File: src/rtl/issue_queue_age.sv
// Age-ordered issue queue: holds up to DEPTH renamed instructions, tracks
// per-source readiness from a multi-port wakeup broadcast, and offers the
// oldest fully-ready entry to execution over a valid/ready handshake.
module issue_queue_age #(
  parameter int DEPTH      = 4,
  parameter int OPC_W      = 7,
  parameter int REG_W      = 5,
  parameter int WAKE_PORTS = 2
) (
  input  logic                          clk,
  input  logic                          reset,
  input  logic                          disp_valid,
  output logic                          disp_ready,
  input  logic [OPC_W-1:0]              disp_opcode,
  input  logic [REG_W-1:0]              disp_src1,
  input  logic [REG_W-1:0]              disp_src2,
  input  logic [REG_W-1:0]              disp_dest,
  input  logic                          disp_src1_ready,
  input  logic                          disp_src2_ready,
  input  logic [WAKE_PORTS-1:0]         wakeup_valid,
  input  logic [WAKE_PORTS*REG_W-1:0]   wakeup_dest,
  input  logic                          flush,
  output logic [DEPTH-1:0]              request_mask,
  output logic                          issue_valid,
  input  logic                          issue_ready,
  output logic [OPC_W-1:0]              issue_opcode,
  output logic [REG_W-1:0]              issue_src1,
  output logic [REG_W-1:0]              issue_src2,
  output logic [REG_W-1:0]              issue_dest,
  output logic [$clog2(DEPTH+1)-1:0]    count
);

  localparam int CNT_W = $clog2(DEPTH + 1);
  localparam int IDX_W = (DEPTH > 1) ? $clog2(DEPTH) : 1;
  localparam logic [CNT_W-1:0] DEPTH_C = CNT_W'(DEPTH);

  // Control state (reset) and per-entry payload (no reset)
  logic [DEPTH-1:0]            valid_q, valid_d;
  logic [DEPTH-1:0][DEPTH-1:0] older_q, older_d;   // older[i][j]: i older than j
  logic [CNT_W-1:0]            count_q, count_d;
  logic [DEPTH-1:0]            rdy1_q, rdy1_d;
  logic [DEPTH-1:0]            rdy2_q, rdy2_d;
  logic [OPC_W-1:0]            opc_q  [DEPTH];
  logic [OPC_W-1:0]            opc_d  [DEPTH];
  logic [REG_W-1:0]            src1_q [DEPTH];
  logic [REG_W-1:0]            src1_d [DEPTH];
  logic [REG_W-1:0]            src2_q [DEPTH];
  logic [REG_W-1:0]            src2_d [DEPTH];
  logic [REG_W-1:0]            dest_q [DEPTH];
  logic [REG_W-1:0]            dest_d [DEPTH];

  logic [DEPTH-1:0] sel;
  logic [IDX_W-1:0] alloc_idx;
  logic             disp_fire;
  logic             iss_fire;

  // True when any valid broadcast channel carries the given tag
  function automatic logic wake_hit(input logic [REG_W-1:0]            tag,
                                    input logic [WAKE_PORTS-1:0]       wv,
                                    input logic [WAKE_PORTS*REG_W-1:0] wd);
    logic hit;
    hit = 1'b0;
    for (int k = 0; k < WAKE_PORTS; k++) begin
      if (wv[k] && (wd[k*REG_W +: REG_W] == tag)) hit = 1'b1;
    end
    return hit;
  endfunction

  assign request_mask = valid_q & rdy1_q & rdy2_q;
  assign issue_valid  = (|request_mask) && !flush;
  assign disp_ready   = (count_q < DEPTH_C) && !flush;
  assign disp_fire    = disp_valid && disp_ready;
  assign iss_fire     = issue_valid && issue_ready;
  assign count        = count_q;

  // Oldest-ready select: a requester wins unless an older requester exists
  always_comb begin
    sel = '0;
    for (int i = 0; i < DEPTH; i++) begin
      sel[i] = request_mask[i];
      for (int j = 0; j < DEPTH; j++) begin
        if (request_mask[j] && older_q[j][i]) sel[i] = 1'b0;
      end
    end
  end

  // Lowest-index free slot from registered state (a slot freed this cycle is not reused)
  always_comb begin
    alloc_idx = '0;
    for (int i = DEPTH - 1; i >= 0; i--) begin
      if (!valid_q[i]) alloc_idx = IDX_W'(i);
    end
  end

  // One-hot mux of the selected entry; all zeros when nothing is offered
  always_comb begin
    issue_opcode = '0;
    issue_src1   = '0;
    issue_src2   = '0;
    issue_dest   = '0;
    for (int i = 0; i < DEPTH; i++) begin
      if (sel[i] && issue_valid) begin
        issue_opcode = issue_opcode | opc_q[i];
        issue_src1   = issue_src1   | src1_q[i];
        issue_src2   = issue_src2   | src2_q[i];
        issue_dest   = issue_dest   | dest_q[i];
      end
    end
  end

  // Next state: wakeup, issue release, allocation with bypass, flush
  always_comb begin
    valid_d = valid_q;
    older_d = older_q;
    count_d = count_q;
    rdy1_d  = rdy1_q;
    rdy2_d  = rdy2_q;
    opc_d   = opc_q;
    src1_d  = src1_q;
    src2_d  = src2_q;
    dest_d  = dest_q;

    for (int i = 0; i < DEPTH; i++) begin
      if (valid_q[i]) begin
        if (wake_hit(src1_q[i], wakeup_valid, wakeup_dest)) rdy1_d[i] = 1'b1;
        if (wake_hit(src2_q[i], wakeup_valid, wakeup_dest)) rdy2_d[i] = 1'b1;
      end
    end

    if (iss_fire) valid_d = valid_d & ~sel;

    if (disp_fire) begin
      valid_d[alloc_idx] = 1'b1;
      opc_d[alloc_idx]   = disp_opcode;
      src1_d[alloc_idx]  = disp_src1;
      src2_d[alloc_idx]  = disp_src2;
      dest_d[alloc_idx]  = disp_dest;
      rdy1_d[alloc_idx]  = disp_src1_ready || wake_hit(disp_src1, wakeup_valid, wakeup_dest);
      rdy2_d[alloc_idx]  = disp_src2_ready || wake_hit(disp_src2, wakeup_valid, wakeup_dest);
      older_d[alloc_idx] = '0;
      // Every surviving entry is older than the newcomer
      for (int j = 0; j < DEPTH; j++) begin
        if (valid_q[j] && !(iss_fire && sel[j])) older_d[j][alloc_idx] = 1'b1;
      end
    end

    case ({disp_fire, iss_fire})
      2'b10:   count_d = count_q + CNT_W'(1);
      2'b01:   count_d = count_q - CNT_W'(1);
      default: count_d = count_q;
    endcase

    if (flush) begin
      valid_d = '0;
      count_d = '0;
    end
  end

  // Control registers with synchronous active-low reset
  always_ff @(posedge clk) begin
    if (!reset) begin
      valid_q <= '0;
      older_q <= '0;
      count_q <= '0;
    end else begin
      valid_q <= valid_d;
      older_q <= older_d;
      count_q <= count_d;
    end
  end

  // Payload and readiness registers; meaningful only while the entry is valid
  always_ff @(posedge clk) begin
    rdy1_q <= rdy1_d;
    rdy2_q <= rdy2_d;
    opc_q  <= opc_d;
    src1_q <= src1_d;
    src2_q <= src2_d;
    dest_q <= dest_d;
  end

endmodule
File: config.mk
export PLATFORM = sky130hd
export DESIGN_NAME = issue_queue_age
export DESIGN_NICKNAME = d
export VERILOG_FILES = /design/src/rtl/issue_queue_age.sv
export SDC_FILE = /design/constraint.sdc
export NUM_CORES = 1
export LEC_CHECK = 0
export CAP_MARGIN = 20
export CELL_PAD_IN_SITES_DETAIL_PLACEMENT = 1
export CELL_PAD_IN_SITES_GLOBAL_PLACEMENT = 1
export CORE_MARGIN = 10
export CORE_UTILIZATION = 35
export DETAILED_ROUTE_END_ITERATION = 10
export PLACE_DENSITY = 0.78
export SLEW_MARGIN = 20
export SYNTH_ARGS = -nofsm -noshare
export SYNTH_HDL_FRONTEND = slang
export SYNTH_SLANG_ARGS = --single-unit
File: constraint.sdc
create_clock -name clk -period 2.6 [get_ports clk]
set_clock_uncertainty 0.15 [all_clocks]
set_input_delay 0.52 -clock clk [delete_from_list [all_inputs] [get_ports clk]]
set_output_delay 0.52 -clock clk [all_outputs]
set_load 0.005 [all_outputs]
==> impl_metrics.json <==
{
  "run_status": "complete, but fails checks",
  "violations": "setup timing",
  "fp.dieH_um": 148,
  "fmax_mhz": 348,
  "place_congestion": 0.926,
  "vias": 4918,
  "slew_headroom_pct": 68.1,
  "ys_ff_latch": 119,
  "cts_made_buffers": 17,
  "first_global_vias": 5498,
  "critPathTopFamily": "buffers and inverters",
  "drv_cap": 0,
  "regArea_mm2": 0.00330,
  "synth_area_per_cell_um2": 12.3,
  "slew_viol_final": 0,
  "synthesis.area_mm2": 0.00577,
  "synth_common_cells": "edfxtp_1, xor2_1, a22oi_1",
  "viasPerCell": 5.61,
  "drt_iter0_drc": 379,
  "numClockSinks": 119,
  "holdWs_ns": 0.330,
  "critPathCaptureType": "output pin",
  "min-delay-start": "older_q[6]",
  "instances_no_fill": 877,
  "post-synth-top-count-cell": "edfxtp_1",
  "grt_pass1_wl_um": 33400,
  "critPathBufInv": 5,
  "synth_top_area_share_pct": 45.8,
  "port_buffers": 71,
  "dp_cells": 813,
  "synthArstFlopShare_pct": 0,
  "yosysSeqAreaShare_pct": 56.6,
  "multiInputGateArea_mm2": 0.00252,
  "synthAdderAreaFrac_pct": 0.564,
  "crit_top_cell": "buf_6",
  "synth.distinct_cells": 43,
  "power_density_mw_per_mm2": 566,
  "clkLatencyLatePin_ns": 0.42,
  "irDropWorstVdd_v": 0.000495,
  "core-area_mm2": 0.0160,
  "required_ns": 1.93,
  "setup_tns_ns": -4.13,
  "final_util_pct": 53.4,
  "fin_nets": 691,
  "cp_cell_sequence": "and4_4 -> a2111oi_4 -> buf_6 -> buf_12 -> buf_16 -> buf_6 -> a222oi_1 -> o21ai_1 -> buf_2",
  "holdBufCountCts": 0,
  "drt_wl_total_um": 22600,
  "r2r_start": "valid_q[3]",
  "crit_arrival_ns": 2.21,
  "max_stage_delay_ns": 0.36,
  "hpwl_um": 14300,
  "start_util_pct": 36.0,
  "p_leak_nw": 3.11,
  "crit_path_start_kind": "register",
  "syn-num-nets": 513,
  "finalWorstSetupSlack_ns": -0.275,
  "nFillCells": 1674,
  "synth_compound_gate_area_share_pct": 14.4,
  "place_ws_ns": -0.579,
  "htreeDepth": 4,
  "ioPinCount": 72,
  "synth_edf_count": 88,
  "fin_crit_ns": 2.88,
  "hold-path-cell-count": 2,
  "n_antenna_cell": 0,
  "rsz0062_at_grt": "true",
  "overflow": 0,
  "hold_viol": 0,
  "rrSetupSlack_ns": -0.15,
  "rows": 46,
  "drive_gt1_share_pct": 36.5,
  "synthTopCellsByArea": "edfxtp_1, xor2_1, dfxtp_1, a22oi_1, xnor2_1",
  "die_area_mm2": 0.0220,
  "cpMaxStageDelayCell": "dfxtp_4",
  "synthSimpleGateAreaFrac_pct": 8.74,
  "cts_tree": "built",
  "worstMarginPinSlew_ns": 0.474,
  "synthXorXnorAreaFrac_pct": 15.5,
  "yosysWarnings": 0,
  "hold_class": "reg2reg",
  "fin_crit_sh_pct": 111,
  "area_growth_pct": 48.0,
  "r2r_end": "count[2]",
  "grt_antenna_before_repair": 0,
  "synthMuxAreaShare_pct": 0,
  "wl_per_cell_um": 25.8,
  "synthCells": 470,
  "ant_nets": 0,
  "cts-root-buf": "clkbuf_16",
  "synth_top_family_by_area": "XOR/XNOR gates",
  "crit_type": "reg2out",
  "track_usage_pct": 20.1,
  "reg2reg_depth": 12,
  "min_to": "older_q[6]",
  "cts.path.max_buffers": 2,
  "finalSetupViolations": 23,
  "synthFlopType": "edfxtp_1",
  "clk_pin_slew_ns": 0.06,
  "drc_errors": 0,
  "grt_max_degree": 22,
  "dr.pass1.iters": 5,
  "die_w_um": 148,
  "yosys.area.top_type": "edfxtp_1",
  "crit_fanout": 5
}
final cells by class:
| cell class | count | area share (%) |
|---|---|---|
| Clock buffer | 18 | 5.03 |
| Clock inverter | 14 | 1.47 |
| Inverter | 14 | 0.615 |
| Multi-Input combinational cell | 303 | 29.5 |
| Sequential cell | 119 | 38.6 |
| Tap cell | 216 | 3.16 |
| Timing Repair Buffer | 193 | 21.6 |
timing repair:
action / CTS / global route
cloned: 4 / 1
buffers inserted: 19 / 10
pin swaps: 26 / 33
gates resized for setup: 158 / 34
endpoints found under the setup margin: 26 / 24
worst max path at each step:
stage / start / endpoint / slack, ns / depth (start not counted)
finish: rdy1_q[1] / issue_dest[3] / -0.28 / 9
floorplan: rdy1_q[0] / count[2] / 0.12 / 10
CTS: rdy1_q[1] / issue_dest[3] / -0.30 / 9
detailed placement: flush / count[2] / -0.58 / 10
global placement: flush / issue_src1[2] / -0.44 / 8
global route: rdy1_q[1] / issue_dest[3] / -0.36 / 9
metrics by stage:
| step | cell area [µm²] | power (mW) |
|---|---|---|
| 6_report | 8540 | 4.83 |
| 4_1_cts | 8340 | 4.83 |
| 3_5_place_dp | 7370 | 2.56 |
| 2_1_floorplan | 5770 | 2.32 |
| 3_3_place_gp | 7370 | 2.54 |
| 5_1_grt | 8540 | 4.98 |
cells by family after synthesis:
family / after synthesis
XOR/XNOR: 102
buffers and inverters: 48
adder cells (fa/ha/maj): 2
AO/OA/AOI/OAI: 111
AND/OR/NAND/NOR: 88
flip-flops: 119
cell usage in the layout, fill, tap and decap left out, drive strengths merged, types with 9 or more instances in the layout:
master,instances
clkbuf,19
inv,17
nand4,9
edfxtp,88
dfxtp,31
a22oi,36
nand2,15
nand3,16
clkdlybuf4s50,48
buf,142
nor4,20
nor2,9
a41oi,16
xnor2,20
xor2,82
o21ai,27
registers in the layout, summed over array words and instances (netlist names), named ones only:
| signal | cells |
|---|---|
| valid_q | 4 |
| count | 3 |
| older_q | 8 |
| rdy2_q | 4 |
| dest_q | 20 |
| src1_q | 20 |
| src2_q | 20 |
| opc_q | 28 |
| rdy1_q | 4 |
layer usage:
| layer | share of wire, % | global-route usage [%] | vias to the layer above |
|---|---|---|---|
| met1 | 41 | 23.0 | 2486 |
| met3 | 7.0 | 6.46 | 47 |
| met2 | 49 | 33.8 | 221 |
| met4 | 2.6 | 8.18 | 0 |
| met5 | 0 | 0 | - |
| li1 | - | - | 2164 |
power breakdown:
part	switching (mW)	total [mW]	internal, mW
sequential	0.0443	2.12	2.08
combinational	0.246	0.486	0.240
clock	0.909	2.22	1.32
total	1.20	4.83	3.63
worst register-to-register path, delay by kind of cell, from the launching register on:
| kind | cells | cell delay [ns] |
|---|---|---|
| compound gates | 2 | 0.47 |
| buf+inv | 4 | 0.46 |
| xor+xnor | 1 | 0.19 |
| simple gates | 3 | 0.48 |
| flops | 1 | 0.37 |
| fa+ha+maj | 2 | 0.55 |
Power figures use the tool's default switching activity.
